## src/rtl/chacha_keystream_xor_if.sv

```systemverilog
// Block-function request/response bus between the keystream XOR stage (master)
// and the ChaCha block function (slave).
interface chacha_keystream_xor_if #(
    parameter int KEY_WIDTH         = 256,
    parameter int NONCE_WIDTH       = 96,
    parameter int BLOCK_COUNT_WIDTH = 32,
    parameter int BLOCK_WIDTH       = 512
);
    logic [KEY_WIDTH-1:0]         bf_key;
    logic [NONCE_WIDTH-1:0]       bf_nonce;
    logic [BLOCK_COUNT_WIDTH-1:0] bf_block_count;
    logic                         bf_start;
    logic                         bf_ready;
    logic                         bf_valid;
    logic [BLOCK_WIDTH-1:0]       bf_out;

    modport master (
        output bf_key, bf_nonce, bf_block_count, bf_start,
        input  bf_ready, bf_valid, bf_out
    );

    modport slave (
        input  bf_key, bf_nonce, bf_block_count, bf_start,
        output bf_ready, bf_valid, bf_out
    );
endinterface

```

## src/rtl/chacha_keystream_xor.sv

```systemverilog
// ChaCha keystream XOR stage: requests 512-bit keystream blocks and XORs them
// word by word onto the data stream through a one-deep output register.
module chacha_keystream_xor #(
    parameter int KEY_WIDTH         = 256,
    parameter int NONCE_WIDTH       = 96,
    parameter int BLOCK_COUNT_WIDTH = 32,
    parameter int WIDTH             = 32,
    parameter int BLOCK_WIDTH       = 512
) (
    input  logic                         clk,
    input  logic                         resetn,
    input  logic                         msg_start,
    input  logic [KEY_WIDTH-1:0]         key,
    input  logic [NONCE_WIDTH-1:0]       nonce,
    input  logic [BLOCK_COUNT_WIDTH-1:0] init_count,
    output logic                         busy,
    input  logic [WIDTH-1:0]             din,
    input  logic                         din_valid,
    input  logic                         din_last,
    output logic                         din_ready,
    output logic [WIDTH-1:0]             dout,
    output logic                         dout_valid,
    output logic                         dout_last,
    input  logic                         dout_ready,
    chacha_keystream_xor_if.master       bf,
    output logic                         ctr_wrap
);
    localparam int WORDS = BLOCK_WIDTH / WIDTH;
    localparam int IDX_W = $clog2(WORDS);

    typedef enum logic [2:0] {IDLE, REQ, WAIT, STREAM, DRAIN} state_t;

    state_t                         state_reg;
    logic [KEY_WIDTH-1:0]           key_reg;
    logic [NONCE_WIDTH-1:0]         nonce_reg;
    logic [BLOCK_COUNT_WIDTH-1:0]   count_reg;
    logic [BLOCK_COUNT_WIDTH-1:0]   count_next;
    logic                           bf_start_reg;
    logic [BLOCK_WIDTH-1:0]         ks_reg;
    logic [IDX_W-1:0]               idx_reg;
    logic [IDX_W-1:0]               idx_next;
    logic [WIDTH-1:0]               dout_reg;
    logic                           dout_valid_reg;
    logic                           dout_last_reg;
    logic                           busy_reg;
    logic                           ctr_wrap_reg;

    logic [WIDTH-1:0]               ks_words [WORDS];
    logic [WIDTH-1:0]               ks_word;
    logic                           din_ready_c;
    logic                           accept;
    logic                           last_idx;
    logic                           count_wraps;

    // Word gi of the captured block sits in the gi-th least significant WIDTH bits.
    generate
        for (genvar gi = 0; gi < WORDS; gi++) begin : g_ks_words
            assign ks_words[gi] = ks_reg[gi*WIDTH +: WIDTH];
        end
    endgenerate

    assign ks_word     = ks_words[idx_reg];
    // Output register frees up in the same cycle it is drained downstream.
    assign din_ready_c = (state_reg == STREAM) && (!dout_valid_reg || dout_ready);
    assign accept      = din_valid && din_ready_c;
    assign last_idx    = (idx_reg == IDX_W'(WORDS - 1));
    assign idx_next    = idx_reg + IDX_W'(1);
    assign count_next  = count_reg + BLOCK_COUNT_WIDTH'(1);
    assign count_wraps = (count_reg == {BLOCK_COUNT_WIDTH{1'b1}});

    always_ff @(posedge clk or negedge resetn) begin
        if (!resetn) begin
            state_reg      <= IDLE;
            key_reg        <= '0;
            nonce_reg      <= '0;
            count_reg      <= '0;
            bf_start_reg   <= 1'b0;
            ks_reg         <= '0;
            idx_reg        <= '0;
            dout_reg       <= '0;
            dout_valid_reg <= 1'b0;
            dout_last_reg  <= 1'b0;
            busy_reg       <= 1'b0;
            ctr_wrap_reg   <= 1'b0;
        end else begin
            bf_start_reg <= 1'b0;

            if (accept) begin
                dout_reg       <= din ^ ks_word;
                dout_last_reg  <= din_last;
                dout_valid_reg <= 1'b1;
            end else if (dout_ready) begin
                dout_valid_reg <= 1'b0;
            end

            case (state_reg)
                IDLE: begin
                    if (msg_start) begin
                        key_reg      <= key;
                        nonce_reg    <= nonce;
                        count_reg    <= init_count;
                        ctr_wrap_reg <= 1'b0;
                        busy_reg     <= 1'b1;
                        state_reg    <= REQ;
                    end
                end
                REQ: begin
                    if (bf.bf_ready) begin
                        bf_start_reg <= 1'b1;
                        state_reg    <= WAIT;
                    end
                end
                WAIT: begin
                    if (bf.bf_valid) begin
                        ks_reg    <= bf.bf_out;
                        idx_reg   <= '0;
                        state_reg <= STREAM;
                    end
                end
                STREAM: begin
                    if (accept) begin
                        idx_reg <= idx_next;
                        // A final word always ends the message, even at the block boundary.
                        if (din_last) begin
                            state_reg <= DRAIN;
                        end else if (last_idx) begin
                            count_reg <= count_next;
                            if (count_wraps) begin
                                ctr_wrap_reg <= 1'b1;
                            end
                            state_reg <= REQ;
                        end
                    end
                end
                DRAIN: begin
                    if (dout_valid_reg && dout_ready) begin
                        busy_reg  <= 1'b0;
                        state_reg <= IDLE;
                    end
                end
                default: state_reg <= IDLE;
            endcase
        end
    end

    assign bf.bf_key         = key_reg;
    assign bf.bf_nonce       = nonce_reg;
    assign bf.bf_block_count = count_reg;
    assign bf.bf_start       = bf_start_reg;
    assign busy              = busy_reg;
    assign din_ready         = din_ready_c;
    assign dout              = dout_reg;
    assign dout_valid        = dout_valid_reg;
    assign dout_last         = dout_last_reg;
    assign ctr_wrap          = ctr_wrap_reg;
endmodule

```

## src/flat_wrapper.sv

```systemverilog
// flat-port wrapper written by rule: the top's interface ports become plain ports
module chacha_keystream_xor_flat 
#(
    parameter int KEY_WIDTH         = 256,
    parameter int NONCE_WIDTH       = 96,
    parameter int BLOCK_COUNT_WIDTH = 32,
    parameter int WIDTH             = 32,
    parameter int BLOCK_WIDTH       = 512
)
  (clk, resetn, msg_start, key, nonce, init_count, busy, din, din_valid, din_last, din_ready, dout, dout_valid, dout_last, dout_ready, ctr_wrap, bf_bf_key, bf_bf_nonce, bf_bf_block_count, bf_bf_start, bf_bf_ready, bf_bf_valid, bf_bf_out);
  chacha_keystream_xor_if #(.KEY_WIDTH(KEY_WIDTH), .NONCE_WIDTH(NONCE_WIDTH), .BLOCK_COUNT_WIDTH(BLOCK_COUNT_WIDTH), .BLOCK_WIDTH(BLOCK_WIDTH)) bf_i ();
  input  logic clk;
  input  logic resetn;
  input  logic msg_start;
  input  logic [KEY_WIDTH-1:0] key;
  input  logic [NONCE_WIDTH-1:0] nonce;
  input  logic [BLOCK_COUNT_WIDTH-1:0] init_count;
  output logic busy;
  input  logic [WIDTH-1:0] din;
  input  logic din_valid;
  input  logic din_last;
  output logic din_ready;
  output logic [WIDTH-1:0] dout;
  output logic dout_valid;
  output logic dout_last;
  input  logic dout_ready;
  output logic ctr_wrap;
  output wire logic [$bits(bf_i.bf_key)-1:0] bf_bf_key;
  output wire logic [$bits(bf_i.bf_nonce)-1:0] bf_bf_nonce;
  output wire logic [$bits(bf_i.bf_block_count)-1:0] bf_bf_block_count;
  output wire logic [$bits(bf_i.bf_start)-1:0] bf_bf_start;
  input wire logic [$bits(bf_i.bf_ready)-1:0] bf_bf_ready;
  input wire logic [$bits(bf_i.bf_valid)-1:0] bf_bf_valid;
  input wire logic [$bits(bf_i.bf_out)-1:0] bf_bf_out;
  assign bf_bf_key = bf_i.bf_key;
  assign bf_bf_nonce = bf_i.bf_nonce;
  assign bf_bf_block_count = bf_i.bf_block_count;
  assign bf_bf_start = bf_i.bf_start;
  assign bf_i.bf_ready = bf_bf_ready;
  assign bf_i.bf_valid = bf_bf_valid;
  assign bf_i.bf_out = bf_bf_out;
  chacha_keystream_xor #(.KEY_WIDTH(KEY_WIDTH), .NONCE_WIDTH(NONCE_WIDTH), .BLOCK_COUNT_WIDTH(BLOCK_COUNT_WIDTH), .WIDTH(WIDTH), .BLOCK_WIDTH(BLOCK_WIDTH)) u_core (.clk(clk), .resetn(resetn), .msg_start(msg_start), .key(key), .nonce(nonce), .init_count(init_count), .busy(busy), .din(din), .din_valid(din_valid), .din_last(din_last), .din_ready(din_ready), .dout(dout), .dout_valid(dout_valid), .dout_last(dout_last), .dout_ready(dout_ready), .bf(bf_i), .ctr_wrap(ctr_wrap));
endmodule
```

## config.mk

```make
export PLATFORM = sky130hd
export DESIGN_NAME = chacha_keystream_xor_flat
export DESIGN_NICKNAME = d
export VERILOG_FILES = /design/src/rtl/chacha_keystream_xor_if.sv /design/src/rtl/chacha_keystream_xor.sv /design/src/flat_wrapper.sv
export SDC_FILE = /design/constraint.sdc
export NUM_CORES = 1
export LEC_CHECK = 0
export ABC_AREA = 0
export CAP_MARGIN = 25
export CORE_AREA = 2 2 537 539
export CTS_CLUSTER_SIZE = 25
export DETAILED_ROUTE_END_ITERATION = 8
export DIE_AREA = 0 0 539 541
export PLACE_DENSITY = 0.3
export SYNTH_ARGS = -nofsm -noshare
export SYNTH_HDL_FRONTEND = slang
export SYNTH_SLANG_ARGS = --single-unit
```

## constraint.sdc

```tcl
create_clock -name clk -period 5.7 [get_ports clk]
set_input_delay 1.14 -clock clk [delete_from_list [all_inputs] [get_ports clk]]
set_output_delay 1.14 -clock clk [all_outputs]
set_load 0.02 [all_outputs]
```

==> results by group <==
Outcome
  – Run status: complete, no violations

Floorplan
  – Initial Util: 0.143
  – Die ar.: 0.292 mm²
  – Die Ht: 541 µm
  – Core ar.: 0.286 mm²
  – Row Count: 197
  – Die W: 539 µm
  – # IOs: 1,358

Power and ir drop
  – Pwr/cell area: 577 mW/mm²
  – Leak: 29.2 nW
  – Total power: 0.0368 W
  – Worst VDD drop: 0.334 mV

Clocking
  – Clk root buf: clkbuf_16
  – CTS tree: done
  – Clock Sinks: 940
  – Hold_buf cts: 0
  – Post-CTS setup repair buffer count: 0
  – Clock-pin slew on the worst setup and hold paths: 0.06 ns
  – CTS Buffer Depth: 4
  – CTS Buf Count: 140
  – Post-CTS Resized: 0
  – Htree depth: 4
  – Clock Latency Late Sink: 0.83 ns

GRT
  – Number of global-route vias before repair: 39,200
  – Global-route wire length before repair: 347,000 µm
  – Total track usage: 0.173
  – Pin count of the biggest net entering global routing: 197
  – Initial antenna violation count: 212
  – Total gr overflow: 0

Layout
  – Final #Nets: 6,755
  – Commonest non-fill, non-tap cell in the layout: nand2_1
  – Max reg flops: 512
  – Share of cells above drive strength 1: 0.0769
  – Non-filler cells, final: 9,737
  – Post-layout util: 0.222
  – Area growth syn-to-layout: 55.1%
  – Most frequent cells in the layout: nand2_1, clkdlybuf4s50_1, dfrtp_1

Synth
  – Post-synth EDFFs: 0
  – Seq cells post-synth: 940
  – Post-synthesis sequential area ratio: 0.573
  – Syn_area_per_cell: 9.14 µm²
  – Ys async rst share: 1.00
  – Cell count after synthesis: 4,494
  – Ys Warns: 0
  – Synth Flop Type: dfrtp_1
  – Synth Cell Area: 0.0411 mm²
  – Syn_nets: 5,432
  – Distinct cells, synth: 65

Timing
  – Final setup viols: 0
  – Final hold vios: 0
  – RSZ-0062 raised after global routing: false
  – Setup_tns: 0 ns
  – Slew HR: 0.249
  – Hold Slack: 0.374 ns
  – Final Max Slew Viols: 0
  – Fmax: 0.256 GHz
  – Final period util: 0.685
  – Clock Skew: 0.0526 ns
  – Slew @ Worst Pin: 1.13 ns
  – Min cycle time layout: 3.90 ns

Critical path
  – Crit path launch type: register
  – Critical Path AT: 2.76 ns
  – Crit path required time: 4.56 ns
  – Setup crit end kind: output port
  – WS Path Type: reg -> out
  – CP max FO: 17

Route
  – WL/cell: 26.6 µm
  – DRC Markers: 0
  – Antenna viol nets, final: 0
  – Final wirelength: 259,000 µm
  – DRT iter0 DRCs: 1,924
  – Via/cell ratio: 3.83
  – Vias: 37,300
  – DRT Pass-1 Iters: 7

Worst hold path
  – Worst hold path class: in -> async

Placed design
  – Placed Cells: 9,456
  – HPWL Detailed: 204,000 µm
  – Routability Congestion: 0.861
  – I/O Buffers: 1,357

Run
  – MaxCap Viol Count: 0
## logic make-up after synthesis
family | share of synthesized area
AND/OR/NAND/NOR | 0.267
flip-flops | 0.573
AO/OA/AOI/OAI | 0.0596
buffers and inverters | 0.0328
multiplexers | 0.0671
XOR/XNOR | 0.000427
adder cells (fa/ha/maj) | 0.000609
## final timing paths
path | start | endpoint | slack [ns] | cells after the start
worst max-delay path | u_core.state_reg[2] | din_ready | 1.80 | 4
worst min-delay path | resetn | u_core.ks_reg[101] | 0.37 | 1
worst max register to register | u_core.idx_reg[2] | u_core.dout[18] | 2.27 | 6
worst min register to register | u_core.ks_reg[125] | u_core.ks_reg[125] | 0.47 | 2
max in group asynchronous | resetn | u_core.bf.bf_key[103] | 3.90 | 2
min in group clk | u_core.ks_reg[125] | u_core.ks_reg[125] | 0.47 | 2
## metrics by stage
| stage | area, µm² | setup slack [ns] |
|---|---|---|
| 3_5_place_dp | 59000 | 1.62 |
| 5_1_grt | 63600 | 1.60 |
| 2_1_floorplan | 41100 | 3.08 |
| 6_report | 63700 | 1.80 |
| 4_1_cts | 63600 | 1.59 |
| 3_3_place_gp | 59000 | 1.63 |
## area by class of cell
cell class	count	area, µm²
tap	3781	4730
clock buffer	215	4230
fill	31500	223000
inverter	4	15.0
multi-input combinational	3283	16300
sequential	940	23500
timing repair buffer	1448	14500
antenna	36	90.1
clock inverter	30	345
## synth_stat cells, types with 15 or more instances
cell      number  area, µm²
a221oi_1      21        184
o21bai_1      18        135
o21ai_0       16       80.1
a22oi_1       33        248
a21boi_1      20        150
mux2i_1      131       1310
nor2_1        32        120
a21oi_1       21        105
mux4_2        64       1440
clkbuf_1     136        510
nand2_1     2658       9980
buf_4         34        255
o31ai_1       15        113
a221oi_2      43        646
dfrtp_1      940      23500
and3b_1       33        289
nand3_1       25        125
o31ai_2       20        250
buf_2         68        340
## worst max-delay path, cell delays in order, from the launching register on
cell and delay, ns:
dfrtp_1 0.55, nand3b_2 0.29, buf_4 0.26, nor2_1 0.22, clkdlybuf4s50_1 0.65
## routing by layer
layer,share of wire,global-route usage,wire length (µm),vias to the layer above
met5,0.0029,0,743,-
met4,0.028,0.0438,7180,116
met3,0.091,0.0702,23500,547
met2,0.52,0.318,134000,1395
met1,0.36,0.180,93100,18100
li1,-,-,-,17200
## where the power goes
part | leakage (nW) | internal (W) | switching [W] | total, W
Combinational | 15.2 | 0.00619 | 0.00987 | 0.0161
Clock | 2.25 | 0.00530 | 0.00357 | 0.00887
Sequential | 11.7 | 0.00981 | 0.00202 | 0.0118
Power figures use the tool's default switching activity.
